--- config.mk ---
export PLATFORM = sky130hd
export DESIGN_NAME = pit_bus_sequencer
export DESIGN_NICKNAME = d
export VERILOG_FILES = /design/src/rtl/pit_bus_sequencer.sv
export SDC_FILE = /design/constraint.sdc
export NUM_CORES = 1
export LEC_CHECK = 0
export CELL_PAD_IN_SITES_DETAIL_PLACEMENT = 1
export CELL_PAD_IN_SITES_GLOBAL_PLACEMENT = 1
export CORE_MARGIN = 8
export CORE_UTILIZATION = 43
export CTS_CLUSTER_SIZE = 40
export DETAILED_ROUTE_END_ITERATION = 16
export MAX_ROUTING_LAYER = met4
export PLACE_DENSITY = 0.85
export SLEW_MARGIN = 0
export SYNTH_ARGS = -nofsm -noshare
export SYNTH_HDL_FRONTEND = slang
export SYNTH_SLANG_ARGS = --single-unit
--- constraint.sdc ---
create_clock -name clk -period 6 [get_ports clk]
set_input_delay 0.6 -clock clk [delete_from_list [all_inputs] [get_ports clk]]
set_output_delay 0.6 -clock clk [all_outputs]
set_load 0.01 [all_outputs]
--- src/rtl/pit_bus_sequencer.sv ---
// Host-side command sequencer for the 8254 CPU bus: expands one program or
// latch-and-read command into control-word and count byte transfers.
module pit_bus_sequencer #(
  parameter int unsigned T_SETUP = 1,
  parameter int unsigned T_PULSE = 2,
  parameter int unsigned T_RECOV = 1
) (
  input  logic        clk,
  input  logic        rst_n,
  input  logic        cmd_valid,
  output logic        cmd_ready,
  input  logic        cmd_op,
  input  logic [1:0]  cmd_counter,
  input  logic [1:0]  cmd_rw,
  input  logic [2:0]  cmd_mode,
  input  logic        cmd_bcd,
  input  logic [15:0] cmd_count,
  output logic        rsp_valid,
  output logic [15:0] rsp_data,
  output logic        err,
  output logic        busy,
  output logic        CS,
  output logic        WR,
  output logic        RD,
  output logic        A0,
  output logic        A1,
  output logic [7:0]  data_out,
  output logic        data_oe,
  input  logic [7:0]  data_in
);

  typedef enum logic [2:0] {StIdle, StSetup, StStrobe, StHold, StRecov} state_e;

  localparam logic [7:0] SetupLd = 8'(T_SETUP - 1);
  localparam logic [7:0] PulseLd = 8'(T_PULSE - 1);
  localparam logic [7:0] RecovLd = 8'(T_RECOV - 1);

  state_e      state_q, state_d;
  logic [7:0]  cnt_q, cnt_d;
  // Byte being transferred: 0 control word, 1 LSB, 2 MSB.
  logic [1:0]  step_q, step_d;
  logic        op_q;
  logic [1:0]  ctr_q;
  logic [1:0]  rw_q;
  logic [15:0] count_q;
  logic [1:0]  addr_q;
  logic [7:0]  dout_q;
  logic        wr_q;
  logic [15:0] rd_q;
  logic        rsp_valid_q;
  logic [15:0] rsp_data_q;
  logic        err_q;

  logic        accept;
  logic        illegal;
  logic        last;
  logic        has_next;
  logic [1:0]  nxt_step;
  logic [7:0]  cw;

  assign accept  = cmd_valid & cmd_ready;
  assign illegal = (cmd_counter == 2'd3);
  assign last    = (cnt_q == 8'd0);
  assign cw      = cmd_op ? {cmd_counter, 6'b000000}
                          : {cmd_counter, cmd_rw, cmd_mode, cmd_bcd};

  always_comb begin
    has_next = 1'b0;
    nxt_step = step_q;
    case (step_q)
      2'd0: begin
        if (rw_q[0]) begin
          has_next = 1'b1;
          nxt_step = 2'd1;
        end else if (rw_q[1]) begin
          has_next = 1'b1;
          nxt_step = 2'd2;
        end
      end
      2'd1: begin
        if (rw_q[1]) begin
          has_next = 1'b1;
          nxt_step = 2'd2;
        end
      end
      default: ;
    endcase
  end

  always_ff @(posedge clk or negedge rst_n) begin
    if (!rst_n) begin
      state_q <= StIdle;
      cnt_q   <= 8'd0;
      step_q  <= 2'd0;
    end else begin
      state_q <= state_d;
      cnt_q   <= cnt_d;
      step_q  <= step_d;
    end
  end

  always_comb begin
    state_d   = state_q;
    cnt_d     = cnt_q;
    step_d    = step_q;
    cmd_ready = 1'b0;
    CS        = 1'b1;
    WR        = 1'b1;
    RD        = 1'b1;
    data_oe   = 1'b0;
    unique case (state_q)
      StIdle: begin
        cmd_ready = 1'b1;
        // Illegal counter select is absorbed here; err is raised by the datapath.
        if (accept && !illegal) begin
          state_d = StSetup;
          cnt_d   = SetupLd;
          step_d  = 2'd0;
        end
      end
      StSetup: begin
        CS      = 1'b0;
        data_oe = wr_q;
        if (last) begin
          state_d = StStrobe;
          cnt_d   = PulseLd;
        end else begin
          cnt_d = cnt_q - 8'd1;
        end
      end
      StStrobe: begin
        CS      = 1'b0;
        WR      = ~wr_q;
        RD      = wr_q;
        data_oe = wr_q;
        if (last) begin
          state_d = StHold;
          cnt_d   = 8'd0;
        end else begin
          cnt_d = cnt_q - 8'd1;
        end
      end
      StHold: begin
        CS      = 1'b0;
        data_oe = wr_q;
        state_d = StRecov;
        cnt_d   = RecovLd;
      end
      StRecov: begin
        if (last) begin
          if (has_next) begin
            state_d = StSetup;
            cnt_d   = SetupLd;
            step_d  = nxt_step;
          end else begin
            state_d = StIdle;
          end
        end else begin
          cnt_d = cnt_q - 8'd1;
        end
      end
      default: state_d = StIdle;
    endcase
    busy = ~cmd_ready;
  end

  // Address and data only move on entry to SETUP, so they are stable for the CS-low window.
  always_ff @(posedge clk or negedge rst_n) begin
    if (!rst_n) begin
      op_q        <= 1'b0;
      ctr_q       <= 2'd0;
      rw_q        <= 2'd0;
      count_q     <= 16'd0;
      addr_q      <= 2'd0;
      dout_q      <= 8'd0;
      wr_q        <= 1'b0;
      rd_q        <= 16'd0;
      rsp_valid_q <= 1'b0;
      rsp_data_q  <= 16'd0;
      err_q       <= 1'b0;
    end else begin
      err_q       <= accept & illegal;
      rsp_valid_q <= 1'b0;
      if (accept) begin
        op_q    <= cmd_op;
        ctr_q   <= cmd_counter;
        rw_q    <= (cmd_op && cmd_rw == 2'b00) ? 2'b11 : cmd_rw;
        count_q <= cmd_count;
        rd_q    <= 16'd0;
        if (!illegal) begin
          addr_q <= 2'b11;
          dout_q <= cw;
          wr_q   <= 1'b1;
        end
      end
      if (state_q == StStrobe && last && !wr_q) begin
        if (step_q == 2'd1) rd_q[7:0] <= data_in;
        else                rd_q[15:8] <= data_in;
      end
      if (state_q == StRecov && last) begin
        if (has_next) begin
          addr_q <= ctr_q;
          wr_q   <= ~op_q;
          dout_q <= op_q ? 8'h00 : ((nxt_step == 2'd1) ? count_q[7:0] : count_q[15:8]);
        end else if (op_q) begin
          rsp_valid_q <= 1'b1;
          rsp_data_q  <= rd_q;
        end
      end
    end
  end

  assign A1        = addr_q[1];
  assign A0        = addr_q[0];
  assign data_out  = dout_q;
  assign rsp_valid = rsp_valid_q;
  assign rsp_data  = rsp_data_q;
  assign err       = err_q;

endmodule

; Yosys cells after proc, flatten, opt, wreduce, memory -nomap -nowiden
; Cells that the tools add are included.
[classes]
reduce_logical = 18
bitwise = 6
n_eq_ne = 13
mux = 50
addsub = 1
[ops]
columns = operator, n
row1 = 2-to-1 mux 8 bit, 13
row2 = one-hot mux 8 bit (5 select lines), 1
row3 = 2-to-1 mux 16 bit, 2
row4 = 2-to-1 mux 2 bit, 10
row5 = 2-to-1 mux 1 bit, 15
row6 = one-hot mux 3 bit (5 select lines), 1
row7 = 2-to-1 mux 3 bit, 4
row8 = inequality test 2 bit (second input constant), 5
row9 = zero test 8 bit, 1
row10 = one-hot mux 2 bit (2 select lines), 2
row11 = AND reduction 4 bit, 2
row12 = subtractor 8 x 1 -> 8 bit (second input constant), 1
row13 = == test 3 x 2 -> 1 bit (second input constant), 2
row14 = 2-to-1 mux 6 bit, 1
row15 = AND reduction 3 bit, 2
row16 = logical AND 1 bit, 5
row17 = nonzero test 5 bit, 1
row18 = == test 2 x 1 -> 1 bit (second input constant), 2
row19 = zero test 2 bit, 2
row20 = inverter 1 bit, 4
row21 = == test 3 x 1 -> 1 bit (second input constant), 1
row22 = == test 3 bit (second input constant), 1
row23 = zero test 3 bit, 1
row24 = inequality test 3 bit (second input constant), 1
row25 = 6 further kinds, 8
[totals]
in_bits = 36
wordCells = 102
out_inout_bits = 34
reg_bits = 79

; Depth between registers and ports, before layout
[depth]
depth_word = 8
depth_mapped = 9

; Worst setup path before layout
; OpenSTA, ideal clock, no wires.
[synth_path]
path_kind = reg2reg
startpoint = reg cnt_q[0]
endpoint = reg dout_q[5] (netlist: data_out[5])
slack_ns = 3.572
arrival_ns = 2.352
n_path_buf = 2
path_stages_with_launch = 10
setup_time_ns = 0.076
path_cell_list = dfrtp_1 -> inv_1 -> ha_1 -> or3b_1 -> or3_1 -> buf_2 -> or3_4 -> buf_6 -> or3_1 -> o21ai_1
[synth_via]
elab_chain_cells = 3
[synth_rtl]
columns = element, line
row1 = "start, declared", 39  ; logic [7:0] cnt_q, cnt_d;
row2 = "start signal, assigned", 97  ; cnt_q <= cnt_d;
row3 = zero test 8 bit, 63  ; assign last = (cnt_q == 8'd0);
row4 = logical AND 1 bit, 200  ; if (state_q == StRecov && last) begin
row5 = 2-to-1 mux 8 bit, 200
row6 = "end signal, assigned", 192  ; dout_q <= cw;
row7 = "end signal, assigned", 204  ; dout_q <= op_q ? 8'h00 : ((nxt_step == 2'd1) ? count_q[7:0] : count_q[15:8]);
row8 = "end, declared", 47  ; logic [7:0] dout_q;
; No other way between the ends.
; A chain may end at the register's enable or synchronous reset.

; Worst setup path in the final report
[layout_path]
startpoint = reg cnt_q[0]
endpoint = reg rsp_data_q[4] (netlist: rsp_data[4])
[layout_via]
elab_chain_cells = 3
[layout_rtl]
columns = element, line
row1 = zero test 8 bit, 63
row2 = logical AND 1 bit, 200
row3 = AND reduction 3 bit (no line), n/a
row4 = "end signal, assigned", 207  ; rsp_data_q <= rd_q;
row5 = "end, declared", 51  ; logic [15:0] rsp_data_q;
; No other way between the ends.

==> out/qor.txt <==
Mapped cell area: 3520 um2
Post-synthesis register bit count: 79
Synthesized net count: 357
Post-Place Worst Slack: 3.060 ns
Pwr Density: 411.2 nW/um2
CTS tree: yes
Die Y: 106.5 um
Clock buffer depth: 2
Rel. slew slack: 20.60%
R2R setup slack: 3.06 ns
Drt drc: 0
Layout cell share with drive strength beyond 1: 15.42%
Sum Neg Setup Slack: 0 ns
Core outline area: 8093 um2
Status: finished, final reports clean
Syn. warnings: 0
FMAX: 0.3403 GHz
Met1 WL: 3.827 mm
Layout area overhead: 27.20%
Diodes inserted: 0
DR vias: 2,657
Post-DP HPWL: 6.531 mm
Drt first pass iters: 4
Syn Area/Cell: 11.03 um2
Worst Path Arrival: 3.16 ns
Crit path from: cnt_q[0]
Async SR Flop Fraction: 100.0%
Vias in the first global route: 3,025
Post-cts sizing count: 0
Leak Pwr: 1.911 nW
Initial drt markers: 81
Root Buffer: clkbuf_8
Worst setup endpoint: rsp_data[4]
Synth top area share: 56.17%
Largest net degree at the start of global routing: 80
Post-synthesis sequential area ratio: 56.17%
Req. time, crit path: 6.23 ns
CP Launch Type: flop
Placed Cells: 478
Drt total wl: 9.045 mm
Peak VDD IR: 0.1974 mV
Prevailing post-synth register cell: dfrtp_1
Final #Nets: 422
Commonest non-fill, non-tap cell in the layout: dfrtp_1
R2r worst-path depth: 6
Reg2reg end: rsp_data[4]
Clk_lat worst skew: 0.35 ns
Port Buf Inserts: 69
Initial Util: 43.49%
Top sig layer: met4
Final hold viol count: 0
Initial antenna violation count: 0
GR Overflow Total: 0
DR WL met2: 4.764 mm
Hold Buf Count CTS: 0
Final worst setup slack: 3.062 ns
Die ar.: 11,340 um2
Final setup viols: 0
Max Cap Viol: 0
Ports: 70
TritonCTS buffer count: 9
CTS HTree Levels: 3
Most area-hungry cell type in the Yosys netlist: dfrtp_1
Synth top area cells: dfrtp_1 56%, mux2_2 12%, nand2_1 4.9%
Unique masters post-synth: 42
Final Core Density: 55.32%
Reg2Reg Launch Point: cnt_q[0]
Clk_skew: 0.009772 ns
Final ANT Viol Nets: 0
GPL Wtd Cong: 0.8138
Routed len/inst: 18.31 um
Max Slew Vio Count: 0
Sinks on Clock Net: 79
Num rows: 33
Post-CTS setup buffers: 0
Die width: 106.5 um
Gr usage total: 17.24%
Critical path class: flop to flop
Commonest non-fill, non-tap cells in the layout: 79 x dfrtp_1, 68 x clkdlybuf4s50_1, 46 x nand2_1
Worst-Margin Slew: 1.191 ns
Period minus WS final: 2.938 ns
Drt via density: 5.379
CP Capture Type: flop
Worst min path class: input pin to asynchronous set/reset pin
Syn Inst Count: 319
Clock slew at reported path FFs: 0.09 ns
DR WL met3: 256 um
RSZ-0062 raised after global routing: false
Number of synthesized flops with an enable pin: 0
Critical-path maximum fanout: 16
Final Cycle Share: 48.97%
First-pass GRT wire length: 14.99 mm
Final Non-Filler Cells: 494
==> power breakdown <==
part           total, W  switching (W)  internal (W)
Sequential     0.000773       0.000111      0.000662
Combinational  0.000671       0.000343      0.000328
Clock          0.000397       0.000202      0.000195
==> sequential cells by signal (all words and copies together) (netlist names) <==
register   count
rd_q          16
count_q       16
data_out       8
wr_q           1
err            1
step_q         2
rsp_valid      1
state_q        3
addr_q         2
op_q           1
rsp_data      16
ctr_q          2
cnt_q          8
rw_q           2
==> through the flow <==
stage / cell area (um2) / total power [W] / hold WS, ns
floorplan: 3520 / 0.001198 / 0.3044
global placement: 4280 / 0.001414 / 0.4494
detailed placement: 4280 / 0.001458 / 0.4621
CTS: 4477 / 0.001859 / 0.4376
global route: 4477 / 0.001955 / 0.4784
finish: 4477 / 0.001841 / 0.4046
==> worst max-delay path, cell delays in order (launching register included) <==
cell and delay (ns):
dfrtp_1 0.37, inv_1 0.14, ha_1 0.16, or3b_1 0.39, nor3_1 0.50, nand3_1 0.74, mux2_2 0.52
==> cells by family (layout without fill, tap and decap cells) <==
kind of cell    Yosys count  after routing  share of synthesized area (%)
fa+ha+maj                 2              2                         0.7109
mux                      44             44                          13.79
xor+xnor                  7              7                          1.742
compound gates           64             64                          10.84
flops                    79             79                          56.17
buf+inv                  26             96                          3.057
simple gates             97             97                          13.69
==> cell type report <==
| type | count | area (um2) |
|---|---|---|
| Sequential cell | 79 | 1977 |
| Inverter | 9 | 33.78 |
| Clock buffer | 10 | 127.6 |
| Multi-Input combinational cell | 214 | 1435 |
| Fill cell | 882 | 3616 |
| Timing Repair Buffer | 71 | 703.2 |
| Clock inverter | 6 | 68.82 |
| Tap cell | 105 | 131.4 |
==> cells in the mapped netlist (all sizes together) (5+ instances only) <==
cell type,n
dfrtp,79
nand2,46
mux2,36
o21ai,34
nor2,14
clkbuf,12
a21oi,10
or3,10
inv,9
mux2i,8
nor3,7
xnor2,6
buf,5
nor3b,5
==> per-layer routing <==
layer | up-vias | track usage [%]
li1 | 1247 | -
met1 | 1344 | 19.28
met2 | 53 | 29.54
met3 | 13 | 2.904
met4 | 0 | 7.940
met5 | - | -
==> how the worst min path moves through the flow <==
stage / endpoint
floorplan: addr_q[0]
finish: rsp_data[8]
global placement: addr_q[0]
CTS: rsp_data[8]
global route: rsp_data[9]
detailed placement: addr_q[0]
No activity file was read; power rests on OpenSTA's default activity.
